$ cat src/rtl/mkio_bc_control.sv
// rtl/mkio_bc_control.sv - MKIO bus-controller message sequencer
// One message per start: command word out, then data out + status in, or status + data in.
module mkio_bc_control #(
   parameter logic [15:0] RESP_TIMEOUT = 16'd400,
   parameter logic [15:0] TX_TIMEOUT   = 16'd64
) (
   input  logic        clk_i,
   input  logic        rst_ni,
   input  logic        start_i,
   input  logic [4:0]  rt_addr_i,
   input  logic        tr_i,
   input  logic [4:0]  subaddr_i,
   input  logic [4:0]  word_cnt_i,
   input  logic        buf_we_i,
   input  logic [4:0]  buf_addr_i,
   input  logic [15:0] buf_wdata_i,
   output logic [15:0] buf_rdata_o,
   output logic        busy_o,
   output logic        done_o,
   output logic [15:0] status_word_o,
   output logic        err_timeout_o,
   output logic        err_parity_o,
   output logic        err_addr_o,
   output logic        err_sync_o,
   output logic        tx_ready_o,
   output logic [15:0] tx_data_o,
   output logic        tx_cd_o,
   input  logic        tx_busy_i,
   input  logic        rx_done_i,
   input  logic [15:0] rx_data_i,
   input  logic        rx_cd_i,
   input  logic        p_error_i
);

   typedef enum logic [2:0] {
      S_IDLE, S_TX_CMD, S_TX_DATA, S_WAIT_STAT, S_RX_DATA, S_DONE
   } state_e;

   typedef enum logic [1:0] {PH_STROBE, PH_RISE, PH_FALL} phase_e;

   state_e      state_q;
   phase_e      phase_q;
   logic [4:0]  rt_q, sa_q, cnt_q, idx_q;
   logic        tr_q;
   logic [15:0] tcnt_q;
   logic        busy_q, done_q, tx_ready_q, tx_cd_q;
   logic [15:0] tx_data_q, status_q, buf_rdata_q;
   logic        err_timeout_q, err_parity_q, err_addr_q, err_sync_q;
   logic [15:0] mem_q [32];

   logic [4:0]  last_idx;
   logic        rx_store, host_we;
   logic [15:0] tx_word_d;

   // cnt_q==0 means 32 words, so the last index wraps naturally to 31
   assign last_idx = cnt_q - 5'd1;
   assign rx_store = (state_q == S_RX_DATA) && rx_done_i && rx_cd_i;
   assign host_we  = buf_we_i && !busy_q;

   always_comb begin
      tx_word_d = mem_q[idx_q];
      if (state_q == S_TX_CMD) tx_word_d = {rt_q, tr_q, sa_q, cnt_q};
   end

   always_ff @(posedge clk_i) begin
      if (rx_store)     mem_q[idx_q] <= rx_data_i;
      else if (host_we) mem_q[buf_addr_i] <= buf_wdata_i;
      buf_rdata_q <= mem_q[buf_addr_i];
   end

   always_ff @(posedge clk_i or negedge rst_ni) begin
      if (!rst_ni) begin
         state_q       <= S_IDLE;
         phase_q       <= PH_STROBE;
         rt_q          <= '0;
         tr_q          <= 1'b0;
         sa_q          <= '0;
         cnt_q         <= '0;
         idx_q         <= '0;
         tcnt_q        <= '0;
         busy_q        <= 1'b0;
         done_q        <= 1'b0;
         tx_ready_q    <= 1'b0;
         tx_cd_q       <= 1'b0;
         tx_data_q     <= '0;
         status_q      <= '0;
         err_timeout_q <= 1'b0;
         err_parity_q  <= 1'b0;
         err_addr_q    <= 1'b0;
         err_sync_q    <= 1'b0;
      end else begin
         done_q     <= 1'b0;
         tx_ready_q <= 1'b0;
         case (state_q)
            S_IDLE: begin
               if (start_i) begin
                  rt_q          <= rt_addr_i;
                  tr_q          <= tr_i;
                  sa_q          <= subaddr_i;
                  cnt_q         <= word_cnt_i;
                  idx_q         <= '0;
                  status_q      <= '0;
                  err_timeout_q <= 1'b0;
                  err_parity_q  <= 1'b0;
                  err_addr_q    <= 1'b0;
                  err_sync_q    <= 1'b0;
                  phase_q       <= PH_STROBE;
                  busy_q        <= 1'b1;
                  state_q       <= S_TX_CMD;
               end
            end
            S_TX_CMD, S_TX_DATA: begin
               case (phase_q)
                  PH_STROBE: begin
                     tx_ready_q <= 1'b1;
                     tx_data_q  <= tx_word_d;
                     tx_cd_q    <= (state_q == S_TX_DATA);
                     tcnt_q     <= '0;
                     phase_q    <= PH_RISE;
                  end
                  PH_RISE: begin
                     if (tx_busy_i) begin
                        phase_q <= PH_FALL;
                     end else if (tcnt_q == TX_TIMEOUT - 16'd1) begin
                        err_timeout_q <= 1'b1;
                        busy_q <= 1'b0; done_q <= 1'b1; state_q <= S_DONE;
                     end else begin
                        tcnt_q <= tcnt_q + 16'd1;
                     end
                  end
                  default: begin
                     if (!tx_busy_i) begin
                        phase_q <= PH_STROBE;
                        tcnt_q  <= '0;
                        if (state_q == S_TX_CMD) begin
                           state_q <= tr_q ? S_WAIT_STAT : S_TX_DATA;
                        end else if (idx_q == last_idx) begin
                           idx_q   <= '0;
                           state_q <= S_WAIT_STAT;
                        end else begin
                           idx_q <= idx_q + 5'd1;
                        end
                     end
                  end
               endcase
            end
            S_WAIT_STAT: begin
               if (rx_done_i) begin
                  status_q <= rx_data_i;
                  tcnt_q   <= '0;
                  if (p_error_i) begin
                     err_parity_q <= 1'b1;
                     busy_q <= 1'b0; done_q <= 1'b1; state_q <= S_DONE;
                  end else if (rx_cd_i) begin
                     err_sync_q <= 1'b1;
                     busy_q <= 1'b0; done_q <= 1'b1; state_q <= S_DONE;
                  end else if (rx_data_i[15:11] != rt_q) begin
                     err_addr_q <= 1'b1;
                     busy_q <= 1'b0; done_q <= 1'b1; state_q <= S_DONE;
                  end else if (tr_q) begin
                     state_q <= S_RX_DATA;
                  end else begin
                     busy_q <= 1'b0; done_q <= 1'b1; state_q <= S_DONE;
                  end
               end else if (tcnt_q == RESP_TIMEOUT - 16'd1) begin
                  err_timeout_q <= 1'b1;
                  busy_q <= 1'b0; done_q <= 1'b1; state_q <= S_DONE;
               end else begin
                  tcnt_q <= tcnt_q + 16'd1;
               end
            end
            S_RX_DATA: begin
               if (rx_done_i) begin
                  tcnt_q <= '0;
                  if (!rx_cd_i) begin
                     err_sync_q <= 1'b1;
                     busy_q <= 1'b0; done_q <= 1'b1; state_q <= S_DONE;
                  end else if (p_error_i) begin
                     err_parity_q <= 1'b1;
                     busy_q <= 1'b0; done_q <= 1'b1; state_q <= S_DONE;
                  end else if (idx_q == last_idx) begin
                     idx_q  <= '0;
                     busy_q <= 1'b0; done_q <= 1'b1; state_q <= S_DONE;
                  end else begin
                     idx_q <= idx_q + 5'd1;
                  end
               end else if (tcnt_q == RESP_TIMEOUT - 16'd1) begin
                  err_timeout_q <= 1'b1;
                  busy_q <= 1'b0; done_q <= 1'b1; state_q <= S_DONE;
               end else begin
                  tcnt_q <= tcnt_q + 16'd1;
               end
            end
            S_DONE:  state_q <= S_IDLE;
            default: state_q <= S_IDLE;
         endcase
      end
   end

   assign buf_rdata_o   = buf_rdata_q;
   assign busy_o        = busy_q;
   assign done_o        = done_q;
   assign status_word_o = status_q;
   assign err_timeout_o = err_timeout_q;
   assign err_parity_o  = err_parity_q;
   assign err_addr_o    = err_addr_q;
   assign err_sync_o    = err_sync_q;
   assign tx_ready_o    = tx_ready_q;
   assign tx_data_o     = tx_data_q;
   assign tx_cd_o       = tx_cd_q;

endmodule

$ cat config.mk
export PLATFORM = sky130hd
export DESIGN_NAME = mkio_bc_control
export DESIGN_NICKNAME = d
export VERILOG_FILES = /design/src/rtl/mkio_bc_control.sv
export SDC_FILE = /design/constraint.sdc
export NUM_CORES = 1
export LEC_CHECK = 0
export ABC_AREA = 1
export CELL_PAD_IN_SITES_DETAIL_PLACEMENT = 0
export CELL_PAD_IN_SITES_GLOBAL_PLACEMENT = 2
export CORE_UTILIZATION = 25
export DETAILED_ROUTE_END_ITERATION = 8
export PLACE_DENSITY = 0.64
export SYNTH_ARGS = -nofsm -noshare
export SYNTH_HDL_FRONTEND = slang
export SYNTH_SLANG_ARGS = --single-unit
$ cat constraint.sdc
create_clock -name clk_i -period 8.2 [get_ports clk_i]
set_input_delay 2.05 -clock clk_i [delete_from_list [all_inputs] [get_ports clk_i]]
set_output_delay 2.05 -clock clk_i [all_outputs]
set_load 0.05 [all_outputs]
==> impl_metrics.json <==
{
  "worst_hold_path_type": "reg2reg",
  "io-pin-count": 117,
  "status": "finished, violations left",
  "placed_area_um2": 34040,
  "root_driver": "sky130_fd_sc_hd__clkbuf_16",
  "mappedNetlistNets": 3631,
  "irDropWorstVdd_uv": 141.7,
  "intPower_mw": 6.673,
  "nets": 3629,
  "totalNegativeSetupSlack_ps": 0,
  "grt_setup_unrepaired": "false",
  "seqPwrFrac": 0.351,
  "weighted_congestion_reported_at_the_end_of_routability_driven_placement": 0.8353,
  "syn_to_final_growth_pct": 16.10,
  "slew-limit-headroom": 0.2037,
  "cts_num_sinks": 610,
  "grt_usage": 0.1885,
  "layout.core_utilization": 0.2934,
  "p_clk_frac": 0.291,
  "finalCriticalPeriod_ps": 4992,
  "cts-root-to-sink-buffers": 3,
  "grt_pass1_wl_um": 175200,
  "mean_post_synth_cell_area_um2": 8.793,
  "seq_area_um2": 17760,
  "worst_skew_pair.late_latency_ps": 660,
  "required_ps": 8460,
  "p_leak_nw": 13.68,
  "syn_inst": 3567,
  "synth_top_area_share": 0.4902,
  "netlist_area_um2": 31360,
  "multiInputGateArea_um2": 11330,
  "fin_hold_ws_ps": 485.8,
  "number_of_antenna_violations_at_the_first_check_in_global_routing": 10,
  "power_density_nw_per_um2": 309.7,
  "die_height_um": 356.2,
  "postSynthRegisterBits": 610,
  "drc_violations_left": 4,
  "largest_net_degree_at_the_start_of_global_routing": 152,
  "power.total_mw": 11.28,
  "swShare": 0.4082,
  "post_dp_hpwl_um": 74700,
  "fill_cells": 13020,
  "fmax_achieved_mhz": 200.3,
  "synth_area_leaders": "sky130_fd_sc_hd__edfxtp_1, sky130_fd_sc_hd__nand2_1, sky130_fd_sc_hd__o21ai_0, sky130_fd_sc_hd__dfrtp_1, sky130_fd_sc_hd__nand3_1",
  "detail_route.vias_per_cell": 4.822,
  "violations_in_the_final_reports": "design-rule violations",
  "timing.setup.critical_path_class": "in2reg",
  "post_cts_hold_buffer_count": 0,
  "route.antenna.remaining_nets": 0,
  "layout.cells.most_common": "sky130_fd_sc_hd__nand2_1",
  "power.net_switching_mw": 4.604,
  "postCtsResizedCells": 0,
  "detailroute.via_count": 25370,
  "drt-wirelength-per-cell_um": 22.92,
  "synth_top_cell_by_area": "sky130_fd_sc_hd__edfxtp_1",
  "synth_cell_type_count": 41,
  "final_worst_path_period_share": 0.6088,
  "biggest_cell_delay_along_the_critical_path_ps": 1130,
  "most-common-layout-cells": "sky130_fd_sc_hd__nand2_1, sky130_fd_sc_hd__edfxtp_1, sky130_fd_sc_hd__o21ai_0, sky130_fd_sc_hd__nand3_1, sky130_fd_sc_hd__inv_1",
  "design.die.area_um2": 126900,
  "slowest_library_cell_on_the_worst_path": "sky130_fd_sc_hd__nor2_2",
  "clk_transition_reported_paths_ps": 60,
  "worst_slew_pin_slew_ps": 1193,
  "critPathLaunchType": "primary input",
  "overflow": 0,
  "number_of_buffers_created_by_cts": 74,
  "worst_clock_skew_ps": 31.30,
  "drt_pre_antenna_iters": 9,
  "timing.final.setup_violations": 0,
  "worst_setup_path_end_kind": "flip-flop",
  "cts-htree-levels": 3,
  "number_of_setup_buffers_added_after_cts": 0,
  "pwr-share-comb": 0.358,
  "yosysSeqAreaShare": 0.5658,
  "drive_above_1_share": 0.08113,
  "drt_initial_violations": 2280,
  "drv_cap": 0,
  "hold_vio_cnt_final": 0,
  "place.port_buffers": 116,
  "count_of_pins_over_their_slew_limit": 0,
  "die_w_um": 356.2,
  "cts_tree": "yes",
  "core_um2": 124100,
  "drt-total-wl_um": 120600,
  "crit_fanout": 26,
  "synth_warnings": 0,
  "path_common_cell": "sky130_fd_sc_hd__inv_1",
  "crit_chain": "clkdlybuf4s50_1 > nand2_1 > inv_1 > nand2_2 > nand2_4 > o21ai_1 > inv_1 > nand3_1 > nor2_2",
  "final_design_area_no_fill_um2": 36410,
  "via_count_of_the_first_global_routing_pass": 24710,
  "placement_rows": 129,
  "timing.critical_path.arrival_ps": 5250,
  "initial_core_util": 0.2527
}
sequential cells by signal, summed over array words and instances, names as in the netlist, 16 cells and up:
name,flops
tx_data_o,16
mem_q,512
buf_rdata_o,16
status_word_o,16
tcnt_q,16
worst max-delay path: cells and delay by family:
| kind | cells | cell delay [ps] |
|---|---|---|
| AND/OR/NAND/NOR | 5 | 2120 |
| AO/OA/AOI/OAI | 1 | 160 |
| buffers and inverters | 3 | 900 |
cell usage after synthesis:
master	number
sky130_fd_sc_hd__nor2_1	259
sky130_fd_sc_hd__o21ai_1	15
sky130_fd_sc_hd__buf_1	24
sky130_fd_sc_hd__dfxtp_1	16
sky130_fd_sc_hd__or2_1	1
sky130_fd_sc_hd__buf_4	7
sky130_fd_sc_hd__o2111ai_1	1
sky130_fd_sc_hd__ha_1	3
sky130_fd_sc_hd__o21a_1	2
sky130_fd_sc_hd__a21boi_0	1
sky130_fd_sc_hd__nand4_1	22
sky130_fd_sc_hd__buf_6	1
sky130_fd_sc_hd__a22oi_1	1
sky130_fd_sc_hd__o211ai_1	148
sky130_fd_sc_hd__nand2_1	823
sky130_fd_sc_hd__nand2_2	4
sky130_fd_sc_hd__clkbuf_1	138
sky130_fd_sc_hd__xnor2_1	3
sky130_fd_sc_hd__inv_1	345
sky130_fd_sc_hd__inv_2	10
sky130_fd_sc_hd__or2_2	48
sky130_fd_sc_hd__nand2_4	2
sky130_fd_sc_hd__nand3b_1	1
sky130_fd_sc_hd__dfrtp_1	82
sky130_fd_sc_hd__nor2_2	2
sky130_fd_sc_hd__a31o_2	2
sky130_fd_sc_hd__buf_2	72
sky130_fd_sc_hd__nand3_1	352
sky130_fd_sc_hd__o21ai_0	439
sky130_fd_sc_hd__nor2_4	2
sky130_fd_sc_hd__a21oi_1	150
sky130_fd_sc_hd__o21ai_2	4
sky130_fd_sc_hd__nor3_4	1
sky130_fd_sc_hd__clkinv_1	1
sky130_fd_sc_hd__o221ai_1	15
sky130_fd_sc_hd__edfxtp_1	512
sky130_fd_sc_hd__and2_1	10
sky130_fd_sc_hd__nor3_1	15
sky130_fd_sc_hd__xor2_1	12
sky130_fd_sc_hd__o22ai_1	5
sky130_fd_sc_hd__mux2_2	16
cell families after synthesis:
logic type,after synthesis,synth area share
AO/OA/AOI/OAI,783,0.1399
XOR/XNOR,15,0.004189
adder cells (fa/ha/maj),3,0.001197
buffers and inverters,598,0.07552
flip-flops,610,0.5658
multiplexers,16,0.005745
AND/OR/NAND/NOR,1542,0.2076
routing by layer:
| metal | GRT usage | wire [um] | vias to the layer above |
|---|---|---|---|
| li1 | - | - | 12150 |
| met1 | 0.2683 | 56620 | 12430 |
| met2 | 0.2989 | 55440 | 658 |
| met3 | 0.02957 | 6150 | 134 |
| met4 | 0.04318 | 2381 | 4 |
| met5 | 0 | 28 | - |
through the flow:
| step | instances | worst slack [ps] |
|---|---|---|
| finish | 5262 | 3208 |
| global route | 5261 | 3032 |
| floorplan | 3567 | 4017 |
| CTS | 5261 | 3291 |
| global placement | 5126 | 2605 |
| detailed placement | 5126 | 2602 |
power by group through the flow:
| stage | combinational, mW | clock, mW | sequential, mW |
|---|---|---|---|
| floorplan | 2.32 | 0 | 4.21 |
| global placement | 4.10 | 0 | 4.03 |
| detailed placement | 4.08 | 0 | 4.03 |
| CTS | 4.09 | 3.35 | 3.97 |
| global route | 4.47 | 3.46 | 3.99 |
| finish | 4.04 | 3.28 | 3.96 |
layout make-up:
class / count / share of cell area
diodes: 1 / 0.00006872
clock inverters: 38 / 0.009587
multi-input cells: 2359 / 0.3111
well taps: 1637 / 0.05625
inverters: 356 / 0.03735
repair buffers: 164 / 0.04244
flip-flops and latches: 610 / 0.4877
clock buffers: 97 / 0.05549
final timing paths:
| kind | from | to | slack [ps] | cells past startpoint |
|---|---|---|---|---|
| setup / recovery | rx_done_i | mem_q[21][2]$_DFFE_PP_ | 3210 | 9 |
| hold / removal | tx_data_o[3]$_DFFE_PN0P_ | tx_data_o[3]$_DFFE_PN0P_ | 490 | 2 |
| setup reg to reg | idx_q[0]$_DFFE_PN0P_ | mem_q[21][2]$_DFFE_PP_ | 4250 | 6 |
| hold reg to reg | tx_data_o[3]$_DFFE_PN0P_ | tx_data_o[3]$_DFFE_PN0P_ | 490 | 2 |
| max in group asynchronous | rst_ni | idx_q[0]$_DFFE_PN0P_ | 5690 | 2 |
| min in group asynchronous | rst_ni | cnt_q[4]$_DFFE_PN0P_ | 1330 | 1 |
No activity file was read; power rests on OpenSTA's default activity.
